--- config.mk ---
export PLATFORM = sky130hd
export DESIGN_NAME = if_prefetch_stage_flat
export DESIGN_NICKNAME = d
export VERILOG_FILES = /design/src/rtl/if_prefetch_stage_if.sv /design/src/rtl/if_prefetch_stage.sv /design/src/flat_wrapper.sv
export SDC_FILE = /design/constraint.sdc
export NUM_CORES = 1
export LEC_CHECK = 0
export BUFFER_PORTS_ARGS = -buffer_cell sky130_fd_sc_hd__buf_2
export CELL_PAD_IN_SITES_DETAIL_PLACEMENT = 2
export CELL_PAD_IN_SITES_GLOBAL_PLACEMENT = 2
export CORE_AREA = 2 2 200 202
export DETAILED_ROUTE_END_ITERATION = 6
export DIE_AREA = 0 0 202 204
export PLACE_DENSITY_LB_ADDON = 0.1
export RECOVER_POWER = 25
export SLEW_MARGIN = 20
export SYNTH_ARGS = -nofsm -noshare
export SYNTH_HDL_FRONTEND = slang
export SYNTH_SLANG_ARGS = --single-unit
--- constraint.sdc ---
create_clock -name clk -period 12.7 [get_ports clk]
set_input_delay 3.81 -clock clk [delete_from_list [all_inputs] [get_ports clk]]
set_output_delay 3.81 -clock clk [all_outputs]
set_load 0.05 [all_outputs]
--- src/rtl/if_prefetch_stage_if.sv ---
// ----------------------------------------------------------------------------
// if_prefetch_stage_if
// Groups the fetch-stage bus signals: the redirect request from a later
// stage, the instruction-memory request/response pair and the valid/ready
// delivery channel towards the ID stage.
//   master : the fetch stage (drives mem_req/mem_addr and the out_* channel)
//   slave  : the environment (memory, branch unit, ID stage)
// ----------------------------------------------------------------------------
interface if_prefetch_stage_if #(
  parameter int unsigned ADDR_WIDTH = 32,
  parameter int unsigned INST_WIDTH = 32
);
  logic                  branch_taken;
  logic [ADDR_WIDTH-1:0] branch_address;
  logic                  mem_req;
  logic [ADDR_WIDTH-1:0] mem_addr;
  logic [INST_WIDTH-1:0] mem_rdata;
  logic                  out_valid;
  logic                  out_ready;
  logic [INST_WIDTH-1:0] out_inst;
  logic [ADDR_WIDTH-1:0] out_pc;

  modport master (
    input  branch_taken, branch_address, mem_rdata, out_ready,
    output mem_req, mem_addr, out_valid, out_inst, out_pc
  );

  modport slave (
    output branch_taken, branch_address, mem_rdata, out_ready,
    input  mem_req, mem_addr, out_valid, out_inst, out_pc
  );
endinterface

--- src/rtl/if_prefetch_stage.sv ---
// ----------------------------------------------------------------------------
// if_prefetch_stage
// Instruction-fetch stage with a prefetch FIFO. Sequential fetches are issued
// to a synchronous memory with a fixed one-cycle read latency; every response
// is stored with its next-sequential PC and handed to ID over valid/ready.
// A taken branch empties the buffer, drops any arriving response and
// redirects fetch to branch_address.
// Ports:
//   clk        : clock, all state changes on the rising edge
//   rst        : synchronous active-high reset
//   bus        : if_prefetch_stage_if.master (redirect, memory, ID channel)
//   fifo_count : current number of buffered entries
// ----------------------------------------------------------------------------
module if_prefetch_stage #(
  parameter int unsigned           ADDR_WIDTH = 32,
  parameter int unsigned           INST_WIDTH = 32,
  parameter int unsigned           FIFO_DEPTH = 4,
  parameter logic [ADDR_WIDTH-1:0] RESET_PC   = '0,
  parameter logic [ADDR_WIDTH-1:0] PC_STEP    = ADDR_WIDTH'(4),
  localparam int unsigned          CNT_W      = $clog2(FIFO_DEPTH + 1),
  localparam int unsigned          PTR_W      = $clog2(FIFO_DEPTH)
) (
  input  logic                 clk,
  input  logic                 rst,
  if_prefetch_stage_if.master  bus,
  output logic [CNT_W-1:0]     fifo_count
);

  localparam logic [CNT_W:0]   DEPTH_C  = (CNT_W + 1)'(FIFO_DEPTH);
  localparam logic [PTR_W-1:0] LAST_PTR = PTR_W'(FIFO_DEPTH - 1);

  logic [ADDR_WIDTH-1:0] fetch_pc_r;
  logic [ADDR_WIDTH-1:0] issued_addr_r;
  logic                  inflight_r;
  logic [PTR_W-1:0]      rd_ptr_r;
  logic [PTR_W-1:0]      wr_ptr_r;
  logic [CNT_W-1:0]      count_r;
  logic [INST_WIDTH-1:0] inst_mem_r [FIFO_DEPTH];
  logic [ADDR_WIDTH-1:0] pc_mem_r   [FIFO_DEPTH];

  logic                  valid_s;
  logic                  pop_s;
  logic                  push_s;
  logic                  issue_s;
  logic [CNT_W:0]        pending_s;

  // Circular pointer advance; depth need not be a power of two.
  function automatic logic [PTR_W-1:0] ptr_next(input logic [PTR_W-1:0] p);
    if (p == LAST_PTR) begin
      return '0;
    end else begin
      return p + PTR_W'(1);
    end
  endfunction

  // Handshake and issue decisions for the current cycle.
  always_comb begin
    valid_s   = (count_r != '0) & ~bus.branch_taken & ~rst;
    pop_s     = valid_s & bus.out_ready;
    push_s    = inflight_r & ~bus.branch_taken & ~rst;
    // Slots already claimed (stored + in flight) after this cycle's pop; a
    // new request is allowed only if its response is sure to find room.
    pending_s = {1'b0, count_r} + {{CNT_W{1'b0}}, inflight_r}
              - {{CNT_W{1'b0}}, pop_s};
    issue_s   = ~rst & ~bus.branch_taken & (pending_s < DEPTH_C);
  end

  assign bus.mem_req   = issue_s;
  assign bus.mem_addr  = fetch_pc_r;
  assign bus.out_valid = valid_s;
  assign bus.out_inst  = inst_mem_r[rd_ptr_r];
  assign bus.out_pc    = pc_mem_r[rd_ptr_r];
  assign fifo_count    = count_r;

  // Fetch PC, in-flight tracking, pointers and occupancy.
  always_ff @(posedge clk) begin
    if (rst) begin
      fetch_pc_r    <= RESET_PC;
      issued_addr_r <= '0;
      inflight_r    <= 1'b0;
      rd_ptr_r      <= '0;
      wr_ptr_r      <= '0;
      count_r       <= '0;
    end else if (bus.branch_taken) begin
      fetch_pc_r <= bus.branch_address;
      inflight_r <= 1'b0;
      rd_ptr_r   <= '0;
      wr_ptr_r   <= '0;
      count_r    <= '0;
    end else begin
      if (issue_s) begin
        fetch_pc_r    <= fetch_pc_r + PC_STEP;
        issued_addr_r <= fetch_pc_r;
        inflight_r    <= 1'b1;
      end else begin
        inflight_r    <= 1'b0;
      end
      if (push_s) begin
        wr_ptr_r <= ptr_next(wr_ptr_r);
      end
      if (pop_s) begin
        rd_ptr_r <= ptr_next(rd_ptr_r);
      end
      case ({push_s, pop_s})
        2'b10:   count_r <= count_r + CNT_W'(1);
        2'b01:   count_r <= count_r - CNT_W'(1);
        default: count_r <= count_r;
      endcase
    end
  end

  // Entry storage; contents need no reset because count gates visibility.
  always_ff @(posedge clk) begin
    if (push_s) begin
      inst_mem_r[wr_ptr_r] <= bus.mem_rdata;
      pc_mem_r[wr_ptr_r]   <= issued_addr_r + PC_STEP;
    end
  end

  if_prefetch_stage_chk #(
    .FIFO_DEPTH (FIFO_DEPTH),
    .CNT_W      (CNT_W)
  ) u_chk (
    .clk   (clk),
    .rst   (rst),
    .push  (push_s),
    .pop   (pop_s),
    .count (count_r)
  );

endmodule

// ----------------------------------------------------------------------------
// if_prefetch_stage_chk
// Property checker: a response must never be pushed into a full buffer
// without a simultaneous pop.
// ----------------------------------------------------------------------------
module if_prefetch_stage_chk #(
  parameter int unsigned FIFO_DEPTH = 4,
  parameter int unsigned CNT_W      = 3
) (
  input logic             clk,
  input logic             rst,
  input logic             push,
  input logic             pop,
  input logic [CNT_W-1:0] count
);
  localparam logic [CNT_W-1:0] FULL_C = CNT_W'(FIFO_DEPTH);

  // Overflow guard on the prefetch buffer.
  a_no_overflow: assert property (@(posedge clk) disable iff (rst)
    !(push && !pop && (count == FULL_C)));
endmodule

--- src/flat_wrapper.sv ---
// flat-port wrapper written by rule: the top's interface ports become plain ports
module if_prefetch_stage_flat 
#(
  parameter int unsigned           ADDR_WIDTH = 32,
  parameter int unsigned           INST_WIDTH = 32,
  parameter int unsigned           FIFO_DEPTH = 4,
  parameter logic [ADDR_WIDTH-1:0] RESET_PC   = '0,
  parameter logic [ADDR_WIDTH-1:0] PC_STEP    = ADDR_WIDTH'(4),
  localparam int unsigned          CNT_W      = $clog2(FIFO_DEPTH + 1),
  localparam int unsigned          PTR_W      = $clog2(FIFO_DEPTH)
)
  (clk, rst, fifo_count, bus_branch_taken, bus_branch_address, bus_mem_rdata, bus_out_ready, bus_mem_req, bus_mem_addr, bus_out_valid, bus_out_inst, bus_out_pc);
  if_prefetch_stage_if #(.ADDR_WIDTH(ADDR_WIDTH), .INST_WIDTH(INST_WIDTH)) bus_i ();
  input  logic clk;
  input  logic rst;
  output logic [CNT_W-1:0] fifo_count;
  input wire logic [$bits(bus_i.branch_taken)-1:0] bus_branch_taken;
  input wire logic [$bits(bus_i.branch_address)-1:0] bus_branch_address;
  input wire logic [$bits(bus_i.mem_rdata)-1:0] bus_mem_rdata;
  input wire logic [$bits(bus_i.out_ready)-1:0] bus_out_ready;
  output wire logic [$bits(bus_i.mem_req)-1:0] bus_mem_req;
  output wire logic [$bits(bus_i.mem_addr)-1:0] bus_mem_addr;
  output wire logic [$bits(bus_i.out_valid)-1:0] bus_out_valid;
  output wire logic [$bits(bus_i.out_inst)-1:0] bus_out_inst;
  output wire logic [$bits(bus_i.out_pc)-1:0] bus_out_pc;
  assign bus_i.branch_taken = bus_branch_taken;
  assign bus_i.branch_address = bus_branch_address;
  assign bus_i.mem_rdata = bus_mem_rdata;
  assign bus_i.out_ready = bus_out_ready;
  assign bus_mem_req = bus_i.mem_req;
  assign bus_mem_addr = bus_i.mem_addr;
  assign bus_out_valid = bus_i.out_valid;
  assign bus_out_inst = bus_i.out_inst;
  assign bus_out_pc = bus_i.out_pc;
  if_prefetch_stage #(.ADDR_WIDTH(ADDR_WIDTH), .INST_WIDTH(INST_WIDTH), .FIFO_DEPTH(FIFO_DEPTH), .RESET_PC(RESET_PC), .PC_STEP(PC_STEP)) u_core (.clk(clk), .rst(rst), .bus(bus_i), .fifo_count(fifo_count));
endmodule
==> impl_metrics.json, run 1 <==
{
  "postCtsSetupRepairBufs": 0,
  "setup.worst_path.start_class": "input port",
  "comb_power_share_pct": 4.4,
  "grt-ovfl-total": 0,
  "start_util_pct": 33.6,
  "cp_data_required_time_ns": 8.89,
  "hold_path.class": "reg -> reg",
  "period_share_pct": 82.6,
  "fin_worst_skew_ns": 0.0121,
  "synth_simple_gate_area_share_pct": 8.52,
  "die-width_um": 202,
  "netlist_area_um2": 13200,
  "via_per_inst": 4.94,
  "drtAntennaViolNets": 0,
  "cts_root_buf": "clkbuf_16",
  "synthArstFlopShare_pct": 0,
  "coreArea_um2": 39200,
  "maxCapViolCount": 0,
  "swShare_pct": 22.1,
  "reg2reg_depth": 12,
  "grt_pass1_vias": 8637,
  "seq_power_share_pct": 49.5,
  "yosys_warnings": 0,
  "drive_gt1_share_pct": 27.5,
  "synth_ff_type": "edfxtp_1",
  "wl_mm": 33.5,
  "cp_slowest_cell": "buf_2",
  "slew_viol_final": 0,
  "cp_top_family": "buffers and inverters",
  "fin_util_pct": 40.5,
  "worstPathCellList": "buf_2, or2_1, a21oi_1, nand2_1, inv_1, nand2_1, ha_1, nand4b_1, o221ai_1, mux2i_1, buf_4, nand2b_1, inv_1, buf_4, buf_2",
  "drc": 0,
  "cellLeakagePower_nw": 5.51,
  "cts_hold_buf": 0,
  "grt_max_degree": 65,
  "cts_tree": "yes",
  "drtIter0Drc": 340,
  "cp_max_fo": 33,
  "p_switching_uw": 532,
  "vias": 7828,
  "synth_top_family_by_area": "multiplexers",
  "rr_endpoint": "u_core.bus.mem_addr[10]",
  "clkPwrFrac_pct": 46.1,
  "regToRegSetupSlack_ns": 9.29,
  "antenna_found_initial": 0,
  "cts_sinks": 330,
  "finalHoldViolCount": 0,
  "cts_max_path_buffers": 3,
  "placed_area_um2": 14600,
  "tns_ns": 0,
  "tightest_slew_ns": 1.03,
  "syn_nets": 931,
  "synth-xor-area-share_pct": 3.20,
  "diodes": 0,
  "post-route-cell-area_um2": 15900,
  "die_y_um": 204,
  "dp_hpwl_mm": 21.4,
  "crit_cells": 15,
  "io_buffers": 168,
  "p_per_area_nw_per_um2": 152,
  "synth_cells": 852,
  "synth.mux.area_fraction_pct": 11.3,
  "internal-power_mw": 1.87,
  "grt_pass1_wl_mm": 52.8,
  "synth-adder-area-share_pct": 1.10,
  "htreeDepth": 2,
  "ys_types": 45,
  "cts_resized": 0,
  "final_nets": 1110,
  "worst-setup-path-type": "in -> out",
  "slew_headroom_pct": 31.4,
  "hold_start": "u_core.issued_addr_r[31]",
  "critPathMaxStageDelay_ns": 0.35,
  "path_clk_slew_ns": 0.05,
  "worst_setup_path_end_kind": "primary output",
  "synth.avg_cell_area_um2": 15.4,
  "yosys_register_bits": 330,
  "arrival_ns": 6.68,
  "cts-buffers-inserted": 38,
  "rsz0062_at_grt": "no",
  "ys_seq_area_share_pct": 69.7,
  "outcome": "finished, final reports clean",
  "critPathBufInv": 6,
  "rows": 73,
  "drt_first_pass_iters": 4,
  "dieArea_um2": 41200,
  "track_usage_pct": 16.6,
  "whs_path_depth": 2,
  "setup_viol_count_final": 0,
  "post_drt_wl_per_cell_um": 21.1,
  "ios": 169,
  "area_growth_pct": 20.6,
  "worstHoldEndpoint": "u_core.issued_addr_r[31]",
  "min_period_ns": 10.49,
  "clk_latency_ns": 0.53,
  "clock.fmax_mhz": 95.4,
  "synth_compound_area_share_pct": 4.31,
  "reg2reg_from": "u_core.fifo_count[2]",
  "synth_edf_count": 256,
  "place_congestion": 0.718,
  "max-vdd-ir-drop_mv": 0.0712
}
synth_stat cells, drive strengths merged, types with 2 or more instances:
library cell | number | share of area (%)
a2111oi | 3 | 0.20
a211oi | 12 | 0.68
a21oi | 46 | 1.8
a311oi | 7 | 0.47
and2 | 3 | 0.14
and3 | 9 | 0.43
and4 | 7 | 0.47
buf | 11 | 0.38
clkbuf | 31 | 0.89
dfxtp | 74 | 11
edfxtp | 256 | 58
ha | 10 | 0.95
inv | 22 | 0.63
mux2i | 4 | 0.30
mux4 | 64 | 11
nand2 | 95 | 2.7
nand2b | 4 | 0.19
nand3 | 31 | 1.2
nand4 | 9 | 0.43
nand4b | 2 | 0.13
nor2 | 45 | 1.3
nor2b | 2 | 0.095
nor3 | 12 | 0.46
nor4 | 4 | 0.19
nor4b | 4 | 0.27
o21ai | 14 | 0.53
o21bai | 2 | 0.11
o31ai | 3 | 0.17
or2 | 2 | 0.095
or3 | 6 | 0.29
or4 | 2 | 0.11
xnor2 | 39 | 2.6
xor2 | 9 | 0.60
state kept, by name, summed over array words and instances (netlist names), named ones only:
signal and cells:
u_core.inflight_r 1, u_core.bus.mem_addr 32, u_core.wr_ptr_r 2, u_core.fifo_count 3
u_core.inst_mem_r 128, u_core.pc_mem_r 128, u_core.rd_ptr_r 2, u_core.issued_addr_r 32
cell families after synthesis:
| kind of cell | Yosys count |
|---|---|
| AOI/OAI and AO/OA | 93 |
| xor gates and xnor gates | 48 |
| adders and majority gates | 11 |
| buffers and inverters | 64 |
| DFF | 330 |
| muxes | 68 |
| and+or+nand+nor | 238 |
layout by cell type (no fill, tap or decap), types with 5 or more instances in the layout:
cell / synthesis / layout
a211oi_1: 12 / 12
a21oi_1: 46 / 46
a311oi_1: 7 / 7
and3_1: 9 / 5
and4_1: 7 / 7
buf_2: 1 / 154
buf_4: 0 / 12
bufinv_16: 0 / 5
clkbuf_1: 30 / 22
clkbuf_16: 0 / 39
clkinv_1: 0 / 8
clkinv_2: 0 / 7
dfxtp_1: 74 / 72
edfxtp_1: 256 / 256
ha_1: 10 / 10
inv_1: 22 / 22
mux4_2: 64 / 64
nand2_1: 95 / 95
nand3_1: 31 / 31
nand4_1: 9 / 9
nor2_1: 45 / 45
nor3_1: 12 / 12
o21ai_0: 14 / 14
or3_1: 6 / 6
xnor2_1: 39 / 39
xor2_1: 9 / 9
stage by stage:
stage          setup slack, ns  hold WS (ns)  cells  total power [mW]
6_report                  2.21         0.484   1586              2.41
5_1_grt                   1.89         0.506   1586              2.49
4_1_cts                   2.15         0.490   1586              2.44
3_5_place_dp              2.16         0.483   1516              1.32
3_3_place_gp              2.24         0.468   1516              1.32
2_1_floorplan             1.52         0.445    852              1.28
power by group through the flow:
stage / Combinational [mW] / Clock (mW) / Sequential [mW]
after global placement: 0.105 / 0 / 1.22
after CTS: 0.108 / 1.14 / 1.19
after global routing: 0.114 / 1.18 / 1.19
after floorplan: 0.0453 / 0 / 1.23
final: 0.105 / 1.11 / 1.19
after detailed placement: 0.107 / 0 / 1.22
worst register-to-register path, delay by kind of cell, from the launching register on:
kind	cells	cell delay, ns
AND/OR/NAND/NOR	7	1.70
AO/OA/AOI/OAI	3	0.78
flip-flops	1	0.44
adder cells (fa/ha/maj)	1	0.30
buffers and inverters	1	0.11
per-layer routing:
layer  GRT usage [%]  vias to the layer above  part of all wire (%)
li1                -                     3620                     -
met1            23.5                     3987                    48
met2            26.5                      178                    46
met3            3.13                       43                   4.2
met4            3.94                        0                   1.6
met5               0                        -                     0
cell type report:
class | instances | area, µm²
multi-input combinational | 458 | 3750
clock buffer | 47 | 1020
sequential | 330 | 9180
fill | 3893 | 23300
tap | 525 | 657
clock inverter | 23 | 255
inverter | 22 | 82.6
timing repair buffer | 181 | 917
worst max path at each step:
stage / from / slack, ns / endpoint
6_report: bus_branch_taken / 2.21 / bus_mem_req
5_1_grt: bus_branch_taken / 1.89 / bus_mem_req
4_1_cts: bus_branch_taken / 2.15 / bus_mem_req
3_5_place_dp: bus_branch_taken / 2.16 / bus_mem_req
3_3_place_gp: bus_branch_taken / 2.24 / bus_mem_req
2_1_floorplan: rst / 1.52 / bus_mem_req
Note: power is estimated with default switching activity, not from simulation.
==> run 2, diff against run 1 <==
Clock period 12.7 ns to 8.85 ns, I/O delays scaled along.
==> run 2 against run 1 <==
  * Die area unchanged
  * Critical path depth shrank 1
  * Power is 40% higher
  * Worst setup slack worse by 1.2 ns
  * Wire length is 0.19% higher
  * Sequential share of layout area is 0.31 points higher
  * Critical endpoint unchanged
  * Hold slack lost 0.0066 ns
==> impl_metrics.json, run 2 (synthesis results as in run 1) <==
{
  "clk_latency_ns": 0.55,
  "clock.fmax_mhz": 128,
  "setup.worst_path.start_class": "input port",
  "dieArea_um2": 41200,
  "worst-setup-path-type": "in -> out",
  "cp-startpoint": "bus_branch_taken",
  "rows": 73,
  "hold_start": "u_core.issued_addr_r[31]",
  "track_usage_pct": 16.7,
  "outcome": "finished, final reports clean",
  "place_congestion": 0.721,
  "vias": 7818,
  "slew_headroom_pct": 31.0,
  "cts_hold_buf": 0,
  "drc": 0,
  "layout_commonest_cell": "edfxtp_1",
  "htreeDepth": 2,
  "grt_max_degree": 64,
  "grt-ovfl-total": 0,
  "cp_max_fo": 16,
  "drtIter0Drc": 313,
  "period_share_pct": 88.1,
  "antenna_found_initial": 0,
  "coreArea_um2": 39200,
  "drtAntennaViolNets": 0,
  "via_per_inst": 4.93,
  "cp_data_required_time_ns": 6.20,
  "postCtsSetupRepairBufs": 0,
  "fin_worst_skew_ns": 0.0209,
  "cts_resized": 0,
  "die-width_um": 202,
  "dp_hpwl_mm": 21.7,
  "drt_first_pass_iters": 4,
  "finalHoldViolCount": 0,
  "max-vdd-ir-drop_mv": 0.114,
  "drive_gt1_share_pct": 26.8,
  "diodes": 0,
  "place_inst": 1516,
  "arrival_ns": 5.14,
  "io_buffers": 168,
  "top_regs": "u_core.inst_mem_r (128), u_core.pc_mem_r (128)",
  "cts_sinks": 330,
  "final_nets": 1110,
  "fillers": 3936,
  "grt_pass1_wl_mm": 52.3,
  "cts-buffers-inserted": 38,
  "reg2reg_from": "u_core.fifo_count[2]",
  "path_clk_slew_ns": 0.06,
  "cellLeakagePower_nw": 5.47,
  "tightest_slew_ns": 1.04,
  "min_period_ns": 7.80,
  "grt_pass1_vias": 8625,
  "cts_root_buf": "clkbuf_16",
  "cts_tree": "yes",
  "wl_mm": 33.6,
  "slew_viol_final": 0,
  "ios": 169,
  "tns_ns": 0,
  "setup_viol_count_final": 0,
  "maxCapViolCount": 0,
  "area_growth_pct": 19.9,
  "final_cells": 1585,
  "hold_path.class": "reg -> reg",
  "post_drt_wl_per_cell_um": 21.2,
  "start_util_pct": 33.6,
  "worst_setup_path_end_kind": "primary output",
  "cts_max_path_buffers": 3,
  "p_per_area_nw_per_um2": 214,
  "layout_common_cells": "edfxtp_1, buf_2, nand2_1, dfxtp_1, mux4_2",
  "rsz0062_at_grt": "no",
  "die_y_um": 204
}
==> run 2: per-layer routing <==
metal | routed length [µm] | share of wire, % | vias to the layer above | global-route usage [%]
met5 | 0 | 0 | - | 0
met4 | 554 | 1.7 | 0 | 4.52
met3 | 1380 | 4.1 | 41 | 3.13
met2 | 15900 | 47 | 164 | 27.2
met1 | 15800 | 47 | 3989 | 22.9
li1 | - | - | 3624 | -
==> run 2: cell type report <==
cell class	instances	area, µm²	share of cell area (%)
sequential	330	9170	58.2
multi-input combinational	458	3740	23.7
clock inverter	19	185	1.17
clock buffer	50	1020	6.45
tap	525	657	4.17
inverter	22	82.6	0.524
timing repair buffer	181	912	5.78
==> run 2: worst paths after layout <==
path	endpoint	slack, ns	depth (start not counted)
setup / recovery	bus_mem_req	1.05	14
hold / removal	u_core.issued_addr_r[31]	0.48	2
setup reg to reg	u_core.bus.mem_addr[10]	5.45	12
hold reg to reg	u_core.issued_addr_r[31]	0.48	2
==> run 2: metrics by stage <==
stage | setup slack, ns | util (%) | instance area (µm²) | hold slack [ns] | total power [mW]
2_1_floorplan | 0.347 | - | 13200 | 0.445 | 1.83
3_3_place_gp | 1.06 | 37.2 | 14600 | 0.469 | 1.89
3_5_place_dp | 1.01 | 37.2 | 14600 | 0.477 | 1.90
4_1_cts | 0.983 | 40.3 | 15800 | 0.486 | 3.44
5_1_grt | 0.786 | 40.2 | 15800 | 0.512 | 3.51
6_report | 1.05 | 40.2 | 15800 | 0.477 | 3.38
==> run 2: where the power goes <==
part           internal, mW  switching (mW)
registers              1.68          0.0272
clock network         0.900           0.620
logic                0.0422           0.108
total                  2.63           0.756
==> run 2: critical path, stage by stage <==
cell and delay [ns]:
buf_2 0.22, or2_1 0.31, a21oi_2 0.12, nand2_1 0.12
inv_1 0.12, nand2_1 0.06, ha_1 0.30, nand4b_1 0.14
o221ai_1 0.23, mux2i_1 0.22, buf_4 0.22, nand2b_1 0.14
inv_1 0.07, buf_2 0.21
==> run 3, diff against run 2 <==
Clock period 8.85 ns to 9.18 ns, I/O delays scaled along.
==> run 3 against run 2 <==
  * Sequential share of layout area is 0.27 points higher
  * Via count is 1.4% lower
  * Die area stayed put
  * Combinational power is 3% lower
  * Power is 5.9% lower
  * Sequential power is 4% lower
==> impl_metrics.json, run 3 (synthesis results as in run 1) <==
{
  "cts-buffers-inserted": 37,
  "cp-startpoint": "bus_branch_taken",
  "layout_commonest_cell": "edfxtp_1",
  "fin_worst_skew_ns": 0.0127,
  "die_y_um": 204,
  "top_regs": "u_core.inst_mem_r (128), u_core.pc_mem_r (128)",
  "drtIter0Drc": 351,
  "min_period_ns": 8.36,
  "grt_max_degree": 65,
  "rows": 73,
  "wl_mm": 33.3,
  "place_congestion": 0.701,
  "tns_ns": 0,
  "cts_hold_buf": 0,
  "clk_latency_ns": 0.54,
  "cts_resized": 0,
  "dieArea_um2": 41200,
  "dp_slack_ns": 0.771,
  "reg2reg_depth": 12,
  "cp_max_fo": 33,
  "hold_start": "u_core.issued_addr_r[15]",
  "cts_max_path_buffers": 3,
  "vias": 7707,
  "reg2reg_from": "u_core.fifo_count[2]",
  "finalHoldViolCount": 0,
  "worst-setup-path-type": "in -> out",
  "drtAntennaViolNets": 0,
  "cp_data_required_time_ns": 6.43,
  "slew_headroom_pct": 32.1,
  "postCtsSetupRepairBufs": 0,
  "coreArea_um2": 39200,
  "fillers": 3872,
  "cts_root_buf": "clkbuf_16",
  "grt_pass1_vias": 8531,
  "drc": 0,
  "via_per_inst": 4.87,
  "ios": 169,
  "whs_path_depth": 2,
  "die-width_um": 202,
  "antenna_found_initial": 0,
  "setup.worst_path.start_class": "input port",
  "dp_hpwl_mm": 21.3,
  "period_share_pct": 91.1,
  "arrival_ns": 5.61,
  "worst_setup_path_end_kind": "primary output",
  "htreeDepth": 2,
  "outcome": "finished, final reports clean",
  "grt-ovfl-total": 0,
  "maxCapViolCount": 0,
  "cts_tree": "yes",
  "cellLeakagePower_nw": 5.44,
  "track_usage_pct": 16.7,
  "clock.fmax_mhz": 120,
  "rsz0062_at_grt": "no",
  "path_clk_slew_ns": 0.06,
  "final_nets": 1109,
  "worst_slack_ns": 0.820,
  "start_util_pct": 33.6,
  "post_drt_wl_per_cell_um": 21.0,
  "tightest_slew_ns": 1.02,
  "whs_ns": 0.481,
  "max-vdd-ir-drop_mv": 0.104,
  "io_buffers": 168,
  "area_growth_pct": 19.4,
  "drt_first_pass_iters": 4,
  "drive_gt1_share_pct": 27.2,
  "grt_pass1_wl_mm": 52.6,
  "p_per_area_nw_per_um2": 203,
  "hold_path.class": "reg -> reg",
  "layout_common_cells": "edfxtp_1, buf_2, nand2_1, dfxtp_1, mux4_2",
  "slew_viol_final": 0,
  "cts_sinks": 330,
  "diodes": 0,
  "setup_viol_count_final": 0
}
-- run 3: cell types whose count changed in the layout (fill, tap and decap cells not counted), sizes merged --
cell | previous run | this run
clkinv | 15 | 19
buf | 162 | 167
bufinv | 3 | 2
clkbuf | 69 | 57
inv | 22 | 24
-- run 3: worst paths after layout --
path	slack (ns)	end
worst min-delay path	0.48	u_core.issued_addr_r[15]
worst max-delay path	0.82	bus_mem_req
worst min register to register	0.48	u_core.issued_addr_r[15]
worst max register to register	5.79	u_core.bus.mem_addr[12]
-- run 3: final cells by class --
type | count | area (µm²) | share of cell area, %
clock buffers | 43 | 948 | 6.04
clock inverters | 24 | 166 | 1.06
inverters | 22 | 82.6 | 0.526
multi-input cells | 458 | 3750 | 23.9
flip-flops and latches | 330 | 9180 | 58.4
well taps | 525 | 657 | 4.18
repair buffers | 181 | 918 | 5.85
-- run 3: worst max-delay path, cell delays in order --
cell and delay (ns):
buf_2 0.22, or2_1 0.30, a21oi_1 0.16, nand2_1 0.13, inv_1 0.11, nand2_1 0.06, ha_1 0.29, nand4b_1 0.13
o221ai_1 0.23, mux2i_1 0.11, buf_4 0.19, nand2b_1 0.16, inv_1 0.08, buf_4 0.32, buf_2 0.33
-- run 3: report_power, final --
| part | switching, mW | internal (mW) | leakage, nW |
|---|---|---|---|
| combinational | 0.105 | 0.0411 | 1.78 |
| clock | 0.591 | 0.797 | 0.549 |
| sequential | 0.0256 | 1.62 | 3.11 |
| total | 0.722 | 2.46 | 5.44 |
-- run 3: per-stage QoR --
step,utilization [%],area (µm²),std cells,power (mW)
6_report,40.1,15700,1583,3.18
3_5_place_dp,37.3,14600,1516,1.83
5_1_grt,40.1,15700,1583,3.31
4_1_cts,40.1,15700,1583,3.24
3_3_place_gp,37.3,14600,1516,1.83
2_1_floorplan,-,13200,852,1.77
-- run 3: per-layer routing --
metal / wire length, µm / vias to the layer above / global-route usage [%] / share of wire [%]
li1: - / 3605 / - / -
met1: 15800 / 3889 / 23.3 / 48
met2: 15400 / 174 / 26.6 / 46
met3: 1360 / 39 / 3.06 / 4.1
met4: 603 / 0 / 4.81 / 1.8
met5: 0 / - / 0 / 0
